<file path="config.mk">
export PLATFORM = sky130hd
export DESIGN_NAME = argmax_classifier
export DESIGN_NICKNAME = d
export VERILOG_FILES = /design/src/rtl/argmax_classifier.sv
export SDC_FILE = /design/constraint.sdc
export NUM_CORES = 1
export LEC_CHECK = 0
export ABC_AREA = 1
export ABC_CLOCK_PERIOD_IN_PS = 2600
export CORE_ASPECT_RATIO = 1.5
export CORE_MARGIN = 5
export CORE_UTILIZATION = 53
export CTS_CLUSTER_SIZE = 24
export DETAILED_ROUTE_END_ITERATION = 6
export HOLD_SLACK_MARGIN = 0.08
export PLACE_DENSITY = 0.82
export SYNTH_ARGS = -nofsm -noshare
export SYNTH_HDL_FRONTEND = slang
export SYNTH_SLANG_ARGS = --single-unit
</file>
<file path="constraint.sdc">
create_clock -name clk -period 2.6 [get_ports clk]
set_clock_uncertainty 0.2 [all_clocks]
set_input_delay 0.52 -clock clk [delete_from_list [all_inputs] [get_ports clk]]
set_output_delay 0.52 -clock clk [all_outputs]
set_load 0.005 [all_outputs]
</file>
<file path="src/rtl/argmax_classifier.sv">
// Streaming argmax: collects up to N_CLASSES signed scores per frame and reports
// the index and value of the largest one, flagging frames of the wrong length.
module argmax_classifier #(
  parameter int N_CLASSES = 10,
  parameter int DATA_W    = 16,
  parameter int IDX_W     = 4
) (
  input  logic              clk,
  input  logic              RST,
  input  logic              in_valid,
  output logic              in_ready,
  input  logic [DATA_W-1:0] in_data,
  input  logic              in_last,
  output logic              out_valid,
  input  logic              out_ready,
  output logic [IDX_W-1:0]  out_class,
  output logic [DATA_W-1:0] out_score,
  output logic              frame_err
);

  localparam logic [IDX_W-1:0] LAST_IDX = IDX_W'(N_CLASSES - 1);

  typedef enum logic {COLLECT, HOLD} state_t;

  state_t            state_q, state_d;
  logic [IDX_W-1:0]  cnt_q, cnt_d;
  logic [DATA_W-1:0] max_q, max_d;
  logic [IDX_W-1:0]  idx_q, idx_d;
  logic [IDX_W-1:0]  class_q, class_d;
  logic [DATA_W-1:0] score_q, score_d;
  logic              err_q, err_d;

  logic              beat;
  logic              at_last;
  logic              closing;
  logic              take;
  logic [DATA_W-1:0] cand_max;
  logic [IDX_W-1:0]  cand_idx;

  assign beat    = in_valid & in_ready;
  assign at_last = (cnt_q == LAST_IDX);
  assign closing = beat & (in_last | at_last);
  // First beat loads unconditionally; strict > keeps the lower index on ties.
  assign take     = (cnt_q == '0) | ($signed(in_data) > $signed(max_q));
  assign cand_max = take ? in_data : max_q;
  assign cand_idx = take ? cnt_q : idx_q;

  always_ff @(posedge clk or negedge RST) begin
    if (!RST) begin
      state_q <= COLLECT;
    end else begin
      state_q <= state_d;
    end
  end

  always_comb begin
    state_d = state_q;
    case (state_q)
      COLLECT: if (closing)   state_d = HOLD;
      HOLD:    if (out_ready) state_d = COLLECT;
      default:                state_d = COLLECT;
    endcase
  end

  always_comb begin
    in_ready  = (state_q == COLLECT);
    out_valid = (state_q == HOLD);
  end

  always_comb begin
    cnt_d   = cnt_q;
    max_d   = max_q;
    idx_d   = idx_q;
    class_d = class_q;
    score_d = score_q;
    err_d   = err_q;
    if (beat) begin
      if (closing) begin
        cnt_d   = '0;
        class_d = cand_idx;
        score_d = cand_max;
        // Closing on in_last alone is short; closing on count alone is long.
        err_d   = in_last ^ at_last;
      end else begin
        cnt_d = cnt_q + 1'b1;
        max_d = cand_max;
        idx_d = cand_idx;
      end
    end
  end

  always_ff @(posedge clk or negedge RST) begin
    if (!RST) begin
      cnt_q   <= '0;
      max_q   <= '0;
      idx_q   <= '0;
      class_q <= '0;
      score_q <= '0;
      err_q   <= 1'b0;
    end else begin
      cnt_q   <= cnt_d;
      max_q   <= max_d;
      idx_q   <= idx_d;
      class_q <= class_d;
      score_q <= score_d;
      err_q   <= err_d;
    end
  end

  assign out_class = class_q;
  assign out_score = score_q;
  assign frame_err = err_q;

endmodule

</file>
==> results of run 1 <==
-- registers in the layout, summed over array words and instances, names as in the netlist --
name,flops
out_class,4
out_valid,1
cnt_q,4
frame_err,1
idx_q,4
out_score,16
max_q,16
-- cell type report --
cell class	count	area (sq um)
Fill cell	358	1360
Tap cell	66	82.6
Multi-Input combinational cell	239	1380
Timing Repair Buffer	59	589
Inverter	48	180
Clock buffer	5	68.8
Clock inverter	3	40.0
Sequential cell	46	1150
-- layer usage --
metal / wire length (um) / part of all wire
met1: 2570 / 0.39
met2: 3520 / 0.54
met3: 258 / 0.039
met4: 186 / 0.028
met5: 0 / 0
-- cell families (layout without fill, tap and decap cells) --
kind of cell / count (synthesis) / count (layout) / synth area share
XOR/XNOR: 1 / 1 / 0.00332
adder cells (fa/ha/maj): 20 / 20 / 0.0950
AND/OR/NAND/NOR: 203 / 204 / 0.342
AO/OA/AOI/OAI: 14 / 14 / 0.0294
buffers and inverters: 61 / 115 / 0.0931
flip-flops: 46 / 46 / 0.437
-- Yosys cell counts --
library cell / count
sky130_fd_sc_hd__a21oi_2: 1
sky130_fd_sc_hd__buf_2: 4
sky130_fd_sc_hd__nand4_1: 3
sky130_fd_sc_hd__dfrtp_1: 46
sky130_fd_sc_hd__nand2_2: 12
sky130_fd_sc_hd__a21oi_1: 7
sky130_fd_sc_hd__buf_6: 1
sky130_fd_sc_hd__o22ai_1: 1
sky130_fd_sc_hd__ha_1: 20
sky130_fd_sc_hd__nand3_2: 2
sky130_fd_sc_hd__xnor2_1: 1
sky130_fd_sc_hd__nand3_1: 61
sky130_fd_sc_hd__o21ai_1: 1
sky130_fd_sc_hd__a21o_1: 1
sky130_fd_sc_hd__clkbuf_1: 7
sky130_fd_sc_hd__nor2_1: 7
sky130_fd_sc_hd__buf_4: 1
sky130_fd_sc_hd__nand2_1: 116
sky130_fd_sc_hd__nand2_4: 1
sky130_fd_sc_hd__nor3_2: 1
sky130_fd_sc_hd__o21ai_0: 3
sky130_fd_sc_hd__inv_1: 48
-- per-stage QoR --
| stage | cells | hold WS, ns | TNS [ns] |
|---|---|---|---|
| finish | 466 | 0.101 | 0 |
| global route | 466 | 0.166 | -1.31 |
| CTS | 464 | 0.118 | 0 |
| detailed placement | 456 | 0.264 | -9.31 |
| global placement | 456 | 0.258 | -7.72 |
| floorplan | 345 | 0.0244 | 0 |
-- worst register-to-register path: cells and delay by family (launching register included) --
| kind | cells | cell delay (ns) |
|---|---|---|
| and+or+nand+nor | 7 | 0.63 |
| buffers and inverters | 2 | 0.31 |
| DFF | 1 | 0.41 |
| adders and majority gates | 1 | 0.22 |
| AOI/OAI and AO/OA | 3 | 0.55 |
-- path summary, 6_finish.rpt --
path / from / to
hold reg to reg: out_score[3]$_DFFE_PN0P_ / out_score[3]$_DFFE_PN0P_
min in group clk: out_score[3]$_DFFE_PN0P_ / out_score[3]$_DFFE_PN0P_
setup reg to reg: max_q[15]$_DFFE_PN0P_ / idx_q[3]$_DFFE_PN0P_
hold / removal: RST / out_score[14]$_DFFE_PN0P_
max in group asynchronous: RST / out_class[1]$_DFFE_PN0P_
setup / recovery: in_data[13] / idx_q[3]$_DFFE_PN0P_
-- power by group --
part           internal, mW  switching [mW]  total (mW)
clock network         0.283           0.245       0.528
logic                  1.03            1.29        2.31
registers              1.03           0.186        1.22
==> run summary, run 1 <==
The flow ran to the end, and the final reports show no timing, DRC or antenna violations. For this run, the slowest stage of the critical path takes 0.54 ns. The power consumption was 4.06 mW; the detailed-route vias per instance was 5.23. The tools report the fraction of met1 tracks used by global routing as 0.242. The combined global-route utilization of all metal layers was 0.211.

The run gives -0.288 ns as the post-place setup slack. The layer with the highest usage after global routing was met2. The tools report the die footprint as 0.00651 sq mm. The worst setup path is captured at a flip-flop. Counting flops and latches in the post-synthesis netlist gives 46. The tools report the routed via count as 2438.

The buffering stage count on the worst path with inverters included came out at 2. For the clock net sink count, the log shows 46. The final-report hold violation count was 0; the clock period minus final worst setup slack was 2.54 ns. The analysis attributes to cell leakage a power of 1.92 nW. For this run, the detailed router's first-pass iteration total came to 4. Sorting the synthesized cells by area gives the leading types as sky130_fd_sc_hd__dfrtp_1 44%, sky130_fd_sc_hd__nand2_1 17%, sky130_fd_sc_hd__nand3_1 12%, sky130_fd_sc_hd__ha_1 9.5%, sky130_fd_sc_hd__inv_1 6.8%.

At the worst endpoint, the required time is 2.59 ns. For the via count of the first global-routing pass, the log shows 2365. The most common library cell in the layout ignoring fill and taps was sky130_fd_sc_hd__nand2_1. The critical path depth was 13; the sequential fraction of the synthesis area was 0.437.

The tool flagged a number of max-cap violations equal to 0. The run gives 0.720 as the final design utilization. Entering global routing, the biggest net connects 47 pins. The share of the synthesized area in the top cell type came out at 0.437.

Leaving out fill and tap cells, the most frequent cells in the layout are 112 x sky130_fd_sc_hd__nand2_1, 57 x sky130_fd_sc_hd__nand3_1, 48 x sky130_fd_sc_hd__inv_1. The part of the cycle the worst path needs works out to 0.977. The cell that appears most often on the critical path is sky130_fd_sc_hd__nand2_1.

Detailed placement finished with a half-perimeter wire length of 4.29 mm. The total power density per cell area is 1160 mW/mm^2. The ratio of cells with drive above 1 in the final layout was 0.145.

The logs give 0 for the initial antenna violation count and 0.496 for the headroom to the max-slew limit. In this run, CTS created clock tree buffers numbering 5. Once the clock tree was built, the setup fixing pass inserted 0 buffers. The core region is 0.00485 sq mm. During placement, the flow inserted port buffers numbering 43. Averaged over all synthesized cells, the footprint is 7.64 sq um.

The run gives 0.0594 ns as the post-layout worst setup margin. The setup slack of the worst register-to-register path is 0.19 ns. Walking the worst path, the cells encountered are clkdlybuf4s50_1, ha_4, a21oi_1, o21ai_1, a21oi_2, nand2_2, nand2_2, nand3_4, buf_6, nand3_1, nand2_1, nand2_1, nand2_1. The detail route stage leaves a number of antenna-violating nets equal to 0.

After clock tree synthesis, the flow added hold-fix buffers numbering 0. The maximum clock path buffer count came out at 2. For the worst setup path, the data arrival time is 2.53 ns. For this block, the initial DRC count from the detailed router was 126. The total global routing overflow was 0; the top fanout value on the critical path was 6. After the last flow step, the layout net total stands at 440. In this run the core area contains 31 standard-cell rows.

The critical path start-end classification is input pin to flip-flop. Worst ir drop on vdd: 0.567 mV. Critical path launch point type: an input pin.

The run gives 0.0269 as the global-route track usage on met3. Dividing the detail-routed wire length by the instance count gives 14.0 um. The depth of the most critical reg-to-reg path is 13. For the cell count after synthesis, the log shows 345. When the netlist entered floorplanning its net count stood at 386. The run gives 0 as the total inserted antenna cells.

The global-route met2 utilization is 0.386, and the count of pins over their slew limit is 0. 44 I/O pins were placed. The min-delay analysis places its worst path in the category input pin to async pin. The synthesized netlist contains 22 unique library cells. The first global-routing pass estimated 10.5 mm of wire. The logs give 0.543 for the initial standard-cell utilization of the core and 0.00264 sq mm for the cell area after synthesis.

Wires add up to 6.53 mm. Timing would allow up to 394 MHz. Once layout is done, the placed cells without fillers occupy 0.00349 sq mm. The top cell type by total area after synthesis was sky130_fd_sc_hd__dfrtp_1. The actual transition at the worst max-transition pin is 0.755 ns, and the final estimated routing congestion in global placement is 0.821. The vertical die dimension was 96.4 um; the area growth from synthesis to layout was 32.5%. The largest individual stage delay along the critical path comes from the cell sky130_fd_sc_hd__clkdlybuf4s50_1.

The cell sitting at the root of the clock tree is a sky130_fd_sc_hd__clkbuf_8. At the later pin of the worst-skew pair, clock insertion delay measures 0.30 ns. The H-tree was split into 2 levels.

TritonCTS built the clock tree. After detailed routing, the number of remaining DRC violations is 0. Setup violations remaining at the end of the flow were counted as 0. The number of resized instances in the post-cts repair step was 0; the clock transition time at the flip-flop clock pins of the worst setup and hold paths was 0.09 ns. Yosys printed 0 warnings.

From left edge to right edge, the die measures 67.6 um. The cell family contributing the most delay on the critical path is buffers and inverters. Post-detailed-placement cell area: 0.00319 sq mm.
(Power assumes the default switching activity.)
==> inputs of run 2 (changes only) <==
--- a/config.mk
+++ b/config.mk
@@ -8,7 +8,7 @@
 export ABC_AREA = 1
 export ABC_CLOCK_PERIOD_IN_PS = 2600
 export CORE_ASPECT_RATIO = 1.5
-export CORE_MARGIN = 5
+export CORE_MARGIN = 2
 export CORE_UTILIZATION = 53
 export CTS_CLUSTER_SIZE = 24
 export DETAILED_ROUTE_END_ITERATION = 6
@@ -17,3 +17,4 @@
 export SYNTH_ARGS = -nofsm -noshare
 export SYNTH_HDL_FRONTEND = slang
 export SYNTH_SLANG_ARGS = --single-unit
+export TNS_END_PERCENT = 50
==> run summary, run 2 (synthesis gave the netlist of run 1 again) <==
After detailed routing, the number of remaining DRC violations is 0. The count of nets left with antenna violations once routing finished came out at 0. The per-cell routed wire length is 13.5 um.

The library cell used most frequently in the layout, excluding fill and tap cells, is sky130_fd_sc_hd__nand2_1. From left edge to right edge, the die measures 61.6 um. The worst setup path is captured at a flip-flop.

The logs give 90 for the violation count after the first detailed-route iteration and 403 MHz for the maximum operating frequency. The run finished with clean final reports. Final-report hold violation count: 0. In this run the count of I/O pins placed on the die edge is 44. The arrival time at the worst endpoint was 2.47 ns. The tools report the endpoint of the worst-slack reg-to-reg timing path as out_score[10]$_DFFE_PN0P_.

The worst setup path is of the input pin to flip-flop kind. The logs give 2 for the maximum clock path buffer count and 0 for the total inserted antenna cells. The run gives 0 as the max-cap check violation count.

The top cell types in the final layout, fill and taps aside, are 115 x sky130_fd_sc_hd__nand2_1, 61 x sky130_fd_sc_hd__nand3_1, 48 x sky130_fd_sc_hd__inv_1. Data on the critical path is required at its endpoint by 2.58 ns. Measured in cells, the most critical reg-to-reg path has a length of 14. The overall routed net length was 6.26 mm; the die footprint was 0.00556 sq mm. The post-detailed-placement cell area is 0.00318 sq mm, and the wire length of the first global-routing pass is 10.2 mm. The die is 90.4 um tall.

The final-report setup violation count is 0, and the largest net degree at the start of global routing is 26. Counting the buffers created by CTS gives 5. The routed layout has 2427 vias. The finished cells cover 0.00335 sq mm. In this run the worst path has a maximum fanout of 12.

The headroom to the max-slew limit was 0.492. For the standard-cell row count, the log shows 31. The post-layout worst setup margin came out at 0.119 ns.

For the final net count, the log shows 438. The startpoint identified for the worst register-to-register timing path is max_q[9]$_DFFE_PN0P_. The first TritonRoute pass finished after 4 iterations.

The area inside the core boundary was 0.00481 sq mm; the power consumption was 3.71 mW. The initial standard-cell utilization of the core was 0.548; the number of filler cells placed in the layout was 413. The part of the cycle the worst path needs works out to 0.954. The most common cell type on the critical path was sky130_fd_sc_hd__nand2_1. For the final design utilization, the log shows 0.696. The later pin in the worst-skew pair is clocked with a latency of 0.30 ns. The library cell used as clock root buffer is sky130_fd_sc_hd__clkbuf_8. For the count of pins over their slew limit, the log shows 0. The detailed-route vias per instance is 5.24. The tightest min-delay check is of the flip-flop to flip-flop type.

The combined global-route utilization of all metal layers is 0.237. TritonCTS built the clock tree. The congestion estimate from routability-driven global placement came to 0.819. The critical path starts at in_data[11]. The critical path goes through clkdlybuf4s50_1, ha_4, nand4_1, nor3_4, nand2_1, nand2_1, nand2_2, nand3_4, buf_6, nand3_1, nand3_1, nand2_1. Power spread over the standard cell area amounts to 1110 mW/mm^2. The run gives 0 as the initial antenna violation count. On the worst path, the slowest cell contributes a delay of 0.47 ns.

For the setup slack of the worst register-to-register path, the log shows 0.36 ns. The run gives 2365 as the via count of the first global-routing pass. At the pin with the least slew margin, the transition time is 0.761 ns. Among all stages on the critical path, the largest delay is contributed by sky130_fd_sc_hd__clkdlybuf4s50_1.

The worst path needs 2.48 ns of the cycle, external delays included. The clock transition time at the flip-flop clock pins of the worst setup and hold paths works out to 0.08 ns. The timing endpoint of the critical path is max_q[0]$_DFFE_PN0P_. The standby leakage power was 1.79 nW. The number of buffers inserted by port buffering is 43, and the area growth from synthesis to layout is 27.0%.

After legalization and detailed placement, the total HPWL measured 4.29 mm. Ratio of cells with drive above 1 in the final layout: 0.106. The level count of the clock H-tree was 2. The worst-case IR drop observed on VDD is 0.585 mV. The worst setup path is launched from an input pin.

At the placement stage, the worst setup path has a slack of -0.271 ns. The clock drives 46 sinks. After global routing the overflow that remains totals 0.
[run 2: layout make-up]
class	count	area, sq um	share of cell area
multi-input cells	238	1310	0.390
repair buffers	58	551	0.165
flip-flops and latches	46	1150	0.344
clock buffers	7	76.3	0.0228
well taps	66	82.6	0.0247
inverters	48	180	0.0539
[run 2: worst min path at each step]
stage	startpoint	end	slack, ns	depth (start not counted)
after floorplan	RST	cnt_q[0]$_DFFE_PN0P_	0.02	0
after global placement	frame_err$_DFFE_PN0P_	frame_err$_DFFE_PN0P_	0.26	2
after detailed placement	max_q[9]$_DFFE_PN0P_	max_q[9]$_DFFE_PN0P_	0.27	2
after CTS	out_score[12]$_DFFE_PN0P_	out_score[12]$_DFFE_PN0P_	0.29	2
after global routing	max_q[10]$_DFFE_PN0P_	max_q[10]$_DFFE_PN0P_	0.30	2
final	out_score[2]$_DFFE_PN0P_	out_score[2]$_DFFE_PN0P_	0.28	2
[run 2: where the power goes]
part / switching, mW / total (mW) / internal, mW
Combinational: 1.17 / 2.08 / 0.909
Sequential: 0.179 / 1.21 / 1.03
Clock: 0.234 / 0.420 / 0.186
[run 2: routing by layer]
metal | share of wire | GRT usage
met3 | 0.043 | 0.0301
met4 | 0.017 | 0.0887
met5 | 0 | 0
met1 | 0.41 | 0.298
met2 | 0.53 | 0.397
[run 2: per-stage QoR]
stage               hold WS (ns)  setup TNS [ns]  instances
detailed placement         0.265           -8.57        455
finish                     0.282               0        463
global route               0.303          -0.143        463
CTS                        0.287               0        463
global placement           0.256           -7.31        455
floorplan                 0.0244               0        345
[run 2: what timing repair did]
| action | 4_1_cts | 5_1_grt |
|---|---|---|
| setup buffers | 0 | 0 |
| gates resized for setup | 0 | 11 |
| endpoints found under the hold margin | 46 | 0 |
| hold buffers | 1 | 0 |
| setup endpoints to repair | 0 | 40 |
[run 2: critical path: cells and delay by family]
family | cells | cell delay [ns]
adder cells (fa/ha/maj) | 1 | 0.31
buffers and inverters | 2 | 0.64
AND/OR/NAND/NOR | 9 | 1.00
==> inputs of run 3 (changes only) <==
--- a/config.mk
+++ b/config.mk
@@ -6,14 +6,14 @@
 export NUM_CORES = 1
 export LEC_CHECK = 0
 export ABC_AREA = 1
-export ABC_CLOCK_PERIOD_IN_PS = 2600
+export ABC_CLOCK_PERIOD_IN_PS = 3200
 export CORE_ASPECT_RATIO = 1.5
 export CORE_MARGIN = 2
-export CORE_UTILIZATION = 53
+export CORE_UTILIZATION = 57
 export CTS_CLUSTER_SIZE = 24
 export DETAILED_ROUTE_END_ITERATION = 6
 export HOLD_SLACK_MARGIN = 0.08
-export PLACE_DENSITY = 0.82
+export PLACE_DENSITY = 0.87
 export SYNTH_ARGS = -nofsm -noshare
 export SYNTH_HDL_FRONTEND = slang
 export SYNTH_SLANG_ARGS = --single-unit
==> constraint.sdc (replaced) <==
create_clock -name clk -period 3.2 [get_ports clk]
set_clock_uncertainty 0.2 [all_clocks]
set_input_delay 0.64 -clock clk [delete_from_list [all_inputs] [get_ports clk]]
set_output_delay 0.64 -clock clk [all_outputs]
set_load 0.005 [all_outputs]
==> run summary, run 3 (synthesis gave the netlist of run 1 again) <==
For this design the ratio of total power to cell area is 896 mW/mm^2. Routability-driven placement finished with a final weighted congestion of 0.812. The first global-routing pass estimated 9.96 mm of wire.

The standby leakage power is 1.72 nW, and the required time at the endpoint of the critical path is 3.18 ns. The routed layout has 2321 vias. Total negative slack for setup checks: 0 ns.

Gates resized during post-CTS repair numbered 0. The run gives 0 as the total global routing overflow. The root buffer cell chosen for the clock tree is sky130_fd_sc_hd__clkbuf_8. The initial antenna violation count came out at 0.

Headroom to the max-slew limit: 0.325. The most common cell type on the critical path is sky130_fd_sc_hd__nand2_1. For this run, design rule violations remaining after detail routing come to 0. Buffers inserted during clock tree synthesis total 5.

The multi-input combinational cells in the finished layout cover a total of 0.00124 sq mm. The max-cap check violation count came out at 0. The die covers 0.00519 sq mm. Total power for the finished layout comes to 2.83 mW.

The worst-case IR drop observed on VDD is 0.477 mV. The tools report the largest net degree at the start of global routing as 47. The kind of cell with the highest combined delay along the critical path is simple AND/OR/NAND/NOR gates. On the critical path, the stage with the largest delay is an instance of sky130_fd_sc_hd__clkdlybuf4s50_1. The critical path in this run is classified as input pin to flip-flop. Part of the cycle the worst path needs: 0.860. The ratio of cells with drive above 1 in the final layout is 0.0699, and the setup slack of the worst register-to-register path is 0.84 ns. At the end of the flow, the number of nets in the layout was 427. The run gives 0 as the final-report setup violation count. Along the worst path, the maximum fanout reaches 17. Measured along the y axis, the die boundary spans 87.3 um. The post-route non-filler standard cell count is 434.

The die width came out at 59.5 um. After clock tree synthesis, the flow added hold-fix buffers numbering 0. In this run the worst hold path is classified as flip-flop to flip-flop.

For the maximum operating frequency, the log shows 363 MHz. In this run the tool buffered the top-level ports with 43 buffer cells. The overall routed net length came out at 5.73 mm. Counting both buffers and inverters, the worst setup path holds a total of 2.

The H-tree generated during clock tree synthesis spans 2 levels. The combined global-route utilization of all metal layers is 0.246, and the actual transition at the worst max-transition pin is 1.01 ns. The sequential cell area came out at 0.00115 sq mm. Nature of the critical path endpoint: a flip-flop. The count of pins over their slew limit is 0, and the I/O pin count is 44. The run gives 371 as the number of filler cells placed in the layout. The critical path launch point type was an input pin. The signal on the critical path passes through clkdlybuf4s50_1, ha_1, nand2_2, nor3_2, nand2_1, nand2_1, nand2_2, nand3_2, buf_4, nand3_1, nand3_1, nand2_1. The run finished with clean final reports. Detailed-route vias per instance: 5.35. The number of setup buffers added after CTS is 0. The per-cell routed wire length was 13.2 um; the clock net sink count was 46. The clock passes through at most 2 buffers. For the final-report hold violation count, the log shows 0.

The tools report the standard-cell row count as 30. After the first detailed-routing iteration, the DRC count stood at 107. At the worst endpoint, the arrival time is 2.73 ns. Setup repair after global routing left no endpoint under its margin.

At the later pin of the worst-skew pair, clock insertion delay measures 0.29 ns. The repair_antennas step left the layout with diodes totalling 0. The first TritonRoute pass finished after 5 iterations. For this run, the slowest stage of the critical path takes 0.44 ns. The initial standard-cell utilization of the core is 0.585. The clock period minus final worst setup slack was 2.75 ns; the via count of the first global-routing pass was 2348. The clock transition time at the flip-flop clock pins of the worst setup and hold paths was 0.08 ns; the residual antenna-violating net count after detailed routing was 0. Including well taps, the total number of placed cells is 427. The detailed placement HPWL was 3.92 mm; the area growth from synthesis to layout was 20.0%. In the layout the commonest cells are 116 x sky130_fd_sc_hd__nand2_1, 61 x sky130_fd_sc_hd__nand3_1, 48 x sky130_fd_sc_hd__inv_1.

The tools report the area inside the core boundary as 0.00450 sq mm. TritonCTS built the clock tree. The most common library cell in the layout ignoring fill and taps is sky130_fd_sc_hd__nand2_1.
==> run 3: final timing paths <==
kind,start,end,cells after the start
worst max-delay path,in_data[15],max_q[9]$_DFFE_PN0P_,12
worst min-delay path,out_score[13]$_DFFE_PN0P_,out_score[13]$_DFFE_PN0P_,2
worst max register to register,max_q[15]$_DFFE_PN0P_,max_q[9]$_DFFE_PN0P_,12
worst min register to register,out_score[13]$_DFFE_PN0P_,out_score[13]$_DFFE_PN0P_,2
max in group asynchronous,RST,cnt_q[2]$_DFFE_PN0P_,1
min in group asynchronous,RST,out_score[11]$_DFFE_PN0P_,1
==> run 3: worst register-to-register path, stage by stage (launching register included) <==
cell and delay [ns]:
sky130_fd_sc_hd__dfrtp_1 0.36, sky130_fd_sc_hd__inv_1 0.06, sky130_fd_sc_hd__ha_1 0.36, sky130_fd_sc_hd__nand2_2 0.10
sky130_fd_sc_hd__nor3_2 0.23, sky130_fd_sc_hd__nand2_1 0.11, sky130_fd_sc_hd__nand2_1 0.08, sky130_fd_sc_hd__nand2_2 0.07
sky130_fd_sc_hd__nand3_2 0.12, sky130_fd_sc_hd__buf_4 0.24, sky130_fd_sc_hd__nand3_1 0.13, sky130_fd_sc_hd__nand3_1 0.12
sky130_fd_sc_hd__nand2_1 0.07
==> run 3: area by class of cell <==
type,instances,share of cell area
inverter,48,0.0570
timing repair buffer,47,0.144
multi-input combinational,238,0.392
sequential,46,0.364
clock buffer,7,0.0241
tap,48,0.0190
==> run 3: where the power goes <==
group / leakage (nW) / switching [mW] / total [mW] / internal (mW)
Clock: 0.0383 / 0.183 / 0.334 / 0.151
Combinational: 1.10 / 0.874 / 1.51 / 0.637
Sequential: 0.580 / 0.147 / 0.987 / 0.840
Total: 1.72 / 1.20 / 2.83 / 1.63
==> run 3: per-layer routing <==
layer	part of all wire	track usage	up-vias
li1	-	-	1163
met1	0.42	0.300	1090
met2	0.51	0.415	56
met3	0.046	0.0386	12
met4	0.017	0.121	0
met5	0	0	-
==> run 3: per-stage QoR <==
| step | util | hold WS [ns] | cell area, sq um | setup WS (ns) |
|---|---|---|---|---|
| CTS | 0.702 | 0.286 | 3160 | 0.476 |
| floorplan | - | 0.144 | 2640 | 0.896 |
| finish | 0.702 | 0.281 | 3160 | 0.447 |
| global route | 0.702 | 0.303 | 3160 | 0.266 |
| detailed placement | 0.685 | 0.265 | 3090 | 0.162 |
| global placement | 0.685 | 0.258 | 3090 | 0.189 |
